## config.mk

```make
export PLATFORM = sky130hd
export DESIGN_NAME = pulse_train_gen
export DESIGN_NICKNAME = d
export VERILOG_FILES = /design/src/rtl/ptg_pkg.sv /design/src/rtl/ptg_phase_counter.sv /design/src/rtl/pulse_train_gen.sv
export SDC_FILE = /design/constraint.sdc
export NUM_CORES = 1
export LEC_CHECK = 0
export CORE_ASPECT_RATIO = 1.5
export CORE_UTILIZATION = 50
export CTS_CLUSTER_DIAMETER = 40
export CTS_CLUSTER_SIZE = 28
export DETAILED_ROUTE_END_ITERATION = 16
export PLACE_DENSITY = 0.76
export SLEW_MARGIN = 20
export SYNTH_ARGS = -nofsm -noshare
export SYNTH_HDL_FRONTEND = slang
export SYNTH_SLANG_ARGS = --single-unit
```

## constraint.sdc

```tcl
create_clock -name clock -period 2.2 [get_ports clock]
set_input_delay 0.44 -clock clock [delete_from_list [all_inputs] [get_ports clock]]
set_output_delay 0.44 -clock clock [all_outputs]
set_load 0.02 [all_outputs]
```

## src/rtl/ptg_pkg.sv

```systemverilog
// Shared types and constants for the pulse train generator.
package ptg_pkg;

  typedef enum logic [1:0] {
    IDLE = 2'd0,
    HIGH = 2'd1,
    LOW  = 2'd2
  } ptg_state_t;

  localparam int MIN_LOW = 1;

endpackage

```

## src/rtl/ptg_phase_counter.sv

```systemverilog
// Load/decrement down-counter with a zero flag; times both the high and low phases.
module ptg_phase_counter #(
  parameter int CNT_W = 8
) (
  input  logic             clock,
  input  logic             reset_n,
  input  logic             load,
  input  logic [CNT_W-1:0] load_value,
  input  logic             dec,
  output logic             zero
);

  logic [CNT_W-1:0] count;

  // Saturates at zero so a stray decrement can never wrap to a huge phase.
  always_ff @(posedge clock or negedge reset_n) begin
    if (!reset_n) begin
      count <= '0;
    end else if (load) begin
      count <= load_value;
    end else if (dec && (count != '0)) begin
      count <= count - CNT_W'(1);
    end
  end

  assign zero = (count == '0);

endmodule

```

## src/rtl/pulse_train_gen.sv

```systemverilog
// Pulse train generator: N pulses of H cycles separated by max(L,1) low cycles.
// Defining PTG_ABORT_EN adds an abort input that terminates a running train.
module pulse_train_gen
  import ptg_pkg::*;
#(
  parameter int CNT_W = 8,
  parameter int NUM_W = 8
) (
  input  logic             clock,
  input  logic             reset_n,
  input  logic             start,
  input  logic [CNT_W-1:0] high_cycles,
  input  logic [CNT_W-1:0] low_cycles,
  input  logic [NUM_W-1:0] num_pulses,
`ifdef PTG_ABORT_EN
  input  logic             abort,
`endif
  output logic             pulse_out,
  output logic             busy,
  output logic             done
);

  ptg_state_t       state;
  ptg_state_t       state_next;
  logic [CNT_W-1:0] high_lat;
  logic [CNT_W-1:0] low_lat;
  logic [NUM_W-1:0] pulse_cnt;
  logic             launch_ok;
  logic             launch;
  logic             zero_job;
  logic             abort_req;
  logic             last_pulse;
  logic             phase_load;
  logic             phase_dec;
  logic             phase_zero;
  logic [CNT_W-1:0] phase_value;
  logic [CNT_W-1:0] low_load;
  logic             pulse_d;
  logic             busy_d;
  logic             done_d;

`ifdef PTG_ABORT_EN
  assign abort_req = abort && (state != IDLE);
`else
  assign abort_req = 1'b0;
`endif

  assign launch_ok  = (high_cycles != '0) && (num_pulses != '0);
  assign launch     = (state == IDLE) && start && launch_ok;
  assign zero_job   = (state == IDLE) && start && !launch_ok;
  assign last_pulse = (pulse_cnt == '0);
  // A low width of 0 still needs one low cycle to produce a separate rising edge.
  assign low_load   = (low_lat < CNT_W'(MIN_LOW)) ? CNT_W'(MIN_LOW - 1)
                                                  : low_lat - CNT_W'(1);

  always_ff @(posedge clock or negedge reset_n) begin
    if (!reset_n) begin
      state <= IDLE;
    end else begin
      state <= state_next;
    end
  end

  always_comb begin
    state_next = state;
    case (state)
      IDLE: begin
        if (launch) begin
          state_next = HIGH;
        end
      end
      HIGH: begin
        if (abort_req) begin
          state_next = IDLE;
        end else if (phase_zero) begin
          state_next = last_pulse ? IDLE : LOW;
        end
      end
      LOW: begin
        if (abort_req) begin
          state_next = IDLE;
        end else if (phase_zero) begin
          state_next = HIGH;
        end
      end
      default: state_next = IDLE;
    endcase
  end

  // Outputs are the registered image of the next state, so pulse_out is glitch-free.
  always_comb begin
    pulse_d     = (state_next == HIGH);
    busy_d      = (state_next != IDLE);
    done_d      = ((state != IDLE) && (state_next == IDLE)) || zero_job;
    phase_load  = 1'b0;
    phase_dec   = 1'b0;
    phase_value = '0;
    if (launch) begin
      phase_load  = 1'b1;
      phase_value = high_cycles - CNT_W'(1);
    end else if ((state == LOW) && (state_next == HIGH)) begin
      phase_load  = 1'b1;
      phase_value = high_lat - CNT_W'(1);
    end else if ((state == HIGH) && (state_next == LOW)) begin
      phase_load  = 1'b1;
      phase_value = low_load;
    end else if (state != IDLE) begin
      phase_dec = 1'b1;
    end
  end

  always_ff @(posedge clock or negedge reset_n) begin
    if (!reset_n) begin
      high_lat  <= '0;
      low_lat   <= '0;
      pulse_cnt <= '0;
    end else if (launch) begin
      high_lat  <= high_cycles;
      low_lat   <= low_cycles;
      pulse_cnt <= num_pulses - NUM_W'(1);
    end else if ((state == HIGH) && (state_next == LOW)) begin
      pulse_cnt <= pulse_cnt - NUM_W'(1);
    end
  end

  always_ff @(posedge clock or negedge reset_n) begin
    if (!reset_n) begin
      pulse_out <= 1'b0;
      busy      <= 1'b0;
      done      <= 1'b0;
    end else begin
      pulse_out <= pulse_d;
      busy      <= busy_d;
      done      <= done_d;
    end
  end

  ptg_phase_counter #(
    .CNT_W(CNT_W)
  ) u_phase (
    .clock     (clock),
    .reset_n   (reset_n),
    .load      (phase_load),
    .load_value(phase_value),
    .dec       (phase_dec),
    .zero      (phase_zero)
  );

endmodule

```

======== After elaboration in Yosys (flattened, before gate mapping) ========
Cells that the tools add are included.
cells by class
  reduce and logical (&&, ||, !) cells .... 21
  equal/unequal tests ..................... 4
  mux-type cells .......................... 20
  order comparisons ....................... 1
  add/subtract/negate cells ............... 6
operators by type and width
  kind                                                                          count
  8-bit two-way mux                                                             8
  8-bit by 1-bit subtractor with 8-bit output, second input constant            6
  8-bit nonzero test                                                            3
  8-bit zero test                                                               2
  1-bit logical AND                                                             8
  8-bit by 1-bit less-than comparator with 1-bit output, second input constant  1
  2-bit two-way mux                                                             4
  2-bit nonzero test                                                            4
  1-bit two-way mux                                                             7
  2-bit case mux with 3 select lines                                            1
  2-bit by 1-bit == test with 1-bit output, second input constant               2
  2-bit == test, second input constant                                          2
  2-bit zero test                                                               2
  1-bit zero test                                                               1
  1-bit logical OR                                                              1
word-level totals
  bits of input ports ..................... 27
  output and inout port bits .............. 3
  register bits ........................... 37
  word-level logic and storage cells ...... 60

======== Logic depth before layout (Yosys ltp) ========
  word-level depth ........................ 13
  mapped depth ............................ 12
  gate-level depth less buffers ........... 11

======== By module ========
From an unflattened synthesis, not the netlist that was laid out.
second synthesis, totals
  cell total of the unflattened synthesis .. 255
  area, all modules ....................... 2484.9 um^2
by module, submodules not included
  module             instances  area each (um^2)  cells each
  pulse_train_gen    1          1956.9            197
  ptg_phase_counter  1          528.0             58

======== Least setup slack after synthesis ========
Ideal clock, no wire load.
  kind .................................... in2reg
  start ................................... input high_cycles[0]
  end ..................................... register pulse_cnt[6]
  slack ................................... -0.238 ns
  data required time ...................... 2.117 ns
  buffers on the path ..................... 1
  arrival time ............................ 2.355 ns
  stages .................................. 11
  cells stage by stage .................... inv_1 -> ha_1 -> or3b_1 -> nand2b_1 -> nand2_2 -> buf_2 -> mux2i_1 -> ha_1 -> nand4_1 -> xor2_1 -> o21ai_0
on the way
  longest elaborated chain between the ends .. 8
  elaborated cells on any way between the ends .. 9
  classes of those cells .................. 1 x eq/ne; 3 x mux; 5 x reduce/logical
RTL lines
  what                                 line                    RTL
  start, declared                      pulse_train_gen.sv:12   input logic [CNT_W-1:0] high_cycles,
  8-bit nonzero test *                 pulse_train_gen.sv:48   assign launch_ok = (high_cycles != '0) && (num_pulses != '0);
  1-bit logical AND *                  pulse_train_gen.sv:48
  1-bit logical AND *                  pulse_train_gen.sv:49   assign launch = (state == IDLE) && start && launch_ok;
  2-bit two-way mux                    pulse_train_gen.sv:68   if (launch) begin
  2-bit case mux with 3 select lines   pulse_train_gen.sv:66   case (state)
  2-bit == test                        pulse_train_gen.sv:121  end else if ((state == HIGH) && (state_next == LOW)) begin
  1-bit logical AND                    pulse_train_gen.sv:121
  2-bit nonzero test (no source line)  --
  end signal, assigned                 pulse_train_gen.sv:120  pulse_cnt <= num_pulses - NUM_W'(1);
  end signal, assigned                 pulse_train_gen.sv:122  pulse_cnt <= pulse_cnt - NUM_W'(1);
  end, declared                        pulse_train_gen.sv:27   logic [NUM_W-1:0] pulse_cnt;
Mark *: on every way between the ends. The rest lies on a longest branch, timed or not.
A chain may end at the register's enable or synchronous reset.

======== Worst setup path after layout ========
  start ................................... input num_pulses[0]
  end ..................................... register pulse_cnt[4]
on the way
  longest elaborated chain between the ends .. 8
  elaborated cells on any way between the ends .. 10
  classes of those cells .................. 1 x add/sub; 1 x eq/ne; 3 x mux; 5 x reduce/logical
RTL lines
  what                                 line                    RTL
  start, declared                      pulse_train_gen.sv:14   input logic [NUM_W-1:0] num_pulses,
  8-bit nonzero test                   pulse_train_gen.sv:48
  1-bit logical AND                    pulse_train_gen.sv:48
  1-bit logical AND                    pulse_train_gen.sv:49
  2-bit two-way mux                    pulse_train_gen.sv:68
  2-bit case mux with 3 select lines   pulse_train_gen.sv:66
  2-bit == test                        pulse_train_gen.sv:121
  1-bit logical AND                    pulse_train_gen.sv:121
  2-bit nonzero test (no source line)  --
Several ways; a longest one is shown, not always the timed one.

==> flow_metrics.py <==
metrics = {
    "clock_tree": {
        "cts_tree": "yes",
        "cts.sink_count": 37,
        "htree_levels": 2,
        "cts_max_path_buffers": 2,
        "numCtsBuffers": 5,
        "clk_latency_ns": 0.29,
        "cts_root_buf": "clkbuf_8",
        "clk_pin_slew_ns": 0.07,
    },
    "flow_run": {
        "cap_violations": 0,
    },
    "layout": {
        "drive_gt1_share_pct": 25.1,
        "post-route-util_pct": 69.5,
        "fin_nets": 374,
        "diodes": 0,
        "fill_cells": 377,
        "area_growth_pct": 34.4,
    },
    "synth": {
        "synthTopCellsByArea": "dfrtp_1 (38%), nand2_1 (6.8%), xor2_1 (5.7%)",
        "synth_cell_types": 54,
        "ys.flop_type": "dfrtp_1",
        "ys_ff_latch": 37,
        "synthAdderAreaFrac_pct": 2.53,
        "synth.most_common_cell": "nand2_1",
        "ys_seq_area_share_pct": 37.5,
        "synth_compound_area_share_pct": 14.9,
        "synth_top_area_share_pct": 37.5,
        "synth-edff-count": 0,
        "yosys.area_share.simple_pct": 26.0,
        "syn_inst": 269,
        "syn_area_um2": 2470,
        "synth_largest_area_cell": "dfrtp_1",
        "syn_nets": 301,
        "synth_top_family_by_area": "simple AND/OR/NAND/NOR gates",
        "yosysWarnings": 0,
        "synthMuxAreaShare_pct": 5.52,
        "ys_async_sr_fraction_pct": 100,
        "synth-xor-area-share_pct": 9.58,
        "ys_top_cells_by_count": "nand2_1 (45), dfrtp_1 (37), nor2_1 (18)",
        "syn_area_per_cell_um2": 9.18,
    },
    "place": {
        "portBuffers": 29,
        "hpwl_um": 4700,
        "globalplace.congestion": 0.895,
        "dp_slack_ns": -0.611,
    },
    "hold_path": {
        "hold_class": "in -> async",
    },
    "sta": {
        "rsz0062_at_grt": "true",
        "finalHoldViolCount": 0,
        "min_period_ns": 2.14,
        "tightest_slew_ns": 0.843,
        "drv_slew": 0,
        "fmax_mhz": 468,
        "setup_tns_ns": 0,
        "fin_skew_ns": 0.00921,
        "finalSetupViolations": 0,
        "fin_crit_sh_pct": 97.2,
        "setup_ws_ns": 0.0617,
        "slew_headroom_pct": 43.8,
        "holdWs_ns": 0.255,
    },
    "drt": {
        "ant_nets": 0,
        "drcViolationCount": 0,
        "drt-wirelength-per-cell_um": 14.7,
        "viasPerCell": 5.56,
        "vias": 2269,
        "postRouteWirelength_um": 6010,
        "drt_iter0_drc": 64,
        "drtPass1Iterations": 4,
    },
    "power_and_ir_drop": {
        "ir_drop_v": 0.000319,
        "p_leak_uw": 0.00148,
        "total_power_uw": 2120,
        "power_density_nw_per_um2": 640,
    },
    "die": {
        "core_area_um2": 4770,
        "start_util_pct": 51.7,
        "io_pins": 30,
        "die_area_um2": 5230,
        "num_rows": 31,
        "die_w_um": 59.4,
        "die_y_um": 88.1,
    },
    "run_status": {
        "status": "finished, final reports clean",
    },
    "grt": {
        "grt_pass1_vias": 2229,
        "antenna_found_initial": 0,
        "gr-total-overflow": 0,
        "grt_max_degree": 38,
        "grt_pass1_wl_um": 9900,
        "groute.usage.overall_pct": 25.8,
    },
    "worst_setup_path": {
        "worst-path-max-fanout": 6,
        "required_ns": 2.41,
        "startpoint_type": "primary input",
        "r2r_cells": 8,
        "crit_path_end_kind": "flop",
        "crit_type": "in -> reg",
        "critPathArrivalTime_ns": 2.35,
    },
}
## worst max-delay path, cell delays in order
cell and delay (ns):
clkdlybuf4s50_1 0.44, nor3_2 0.21, buf_4 0.15, a31oi_4 0.10
nand2_4 0.09, mux2i_2 0.21, ha_2 0.27, nand4_1 0.12
xor2_1 0.15, a21oi_1 0.16
## cells by family (layout without fill, tap and decap cells)
logic type | after synthesis | after routing
muxes | 13 | 13
and+or+nand+nor | 120 | 120
buffers and inverters | 20 | 93
DFF | 37 | 37
adders and majority gates | 5 | 5
xor gates and xnor gates | 27 | 27
AOI/OAI and AO/OA | 47 | 47
## where the power goes
group	switching (µW)	internal (µW)	leakage, µW
combinational	299	377	0.000999
sequential	156	812	0.000435
clock	231	249	0.0000443
## final cells by class
class                           instances  area (µm²)  share of cell area (%)
Tap cell                               66        82.6                    2.49
Multi-Input combinational cell        212        1510                    45.4
Timing Repair Buffer                   77         664                    20.0
Clock buffer                            7        86.3                    2.60
Sequential cell                        37         926                    27.9
Inverter                                9        51.3                    1.55
## worst paths after layout
path	startpoint	slack [ns]	to
setup / recovery	num_pulses[0]	0.06	pulse_cnt[4]
hold / removal	reset_n	0.26	low_lat[3]
setup reg to reg	state[0]	0.11	pulse_cnt[4]
hold reg to reg	high_lat[7]	0.50	high_lat[7]
max in group asynchronous	reset_n	1.41	high_lat[6]
min in group clock	high_lat[7]	0.50	high_lat[7]
## metrics by stage
step                instance area, µm²  std cells
floorplan                         2530        269
global placement                  3170        397
detailed placement                3170        397
CTS                               3260        405
global route                      3320        408
finish                            3320        408
## flip-flops by register name (all words and copies together), names as in the netlist
signal	flops
pulse_out	1
low_lat	8
u_phase.count	8
high_lat	8
state	2
busy	1
pulse_cnt	8
done	1
## metal layers
layer	global-route usage, %	wire length, µm
met1	28.5	2220
met2	45.0	3250
met3	3.55	216
met4	16.9	315
met5	0	0
## layout by cell type (no fill, tap or decap), types with 4 or more instances in the layout
cell and count:
a21oi_1 7, buf_4 47, clkbuf_8 6, clkdlybuf4s50_1 15, dfrtp_1 37, dlymetal6s2s_1 8, inv_1 7, mux2_2 5
mux2i_1 7, nand2_1 45, nand3_1 4, nand4_1 5, nor2_1 18, nor3_1 8, nor3b_1 5, nor4_1 5
o21ai_0 5, o21ai_1 6, o221ai_1 5, or3_1 4, xnor2_1 11, xor2_1 16
## timing repair
item	CTS	global route
pin swaps	2	8
hold buffers	0	0
resized for setup	8	17
setup endpoints to repair	21	5
buffers inserted	1	3
Power figures use the tool's default switching activity.
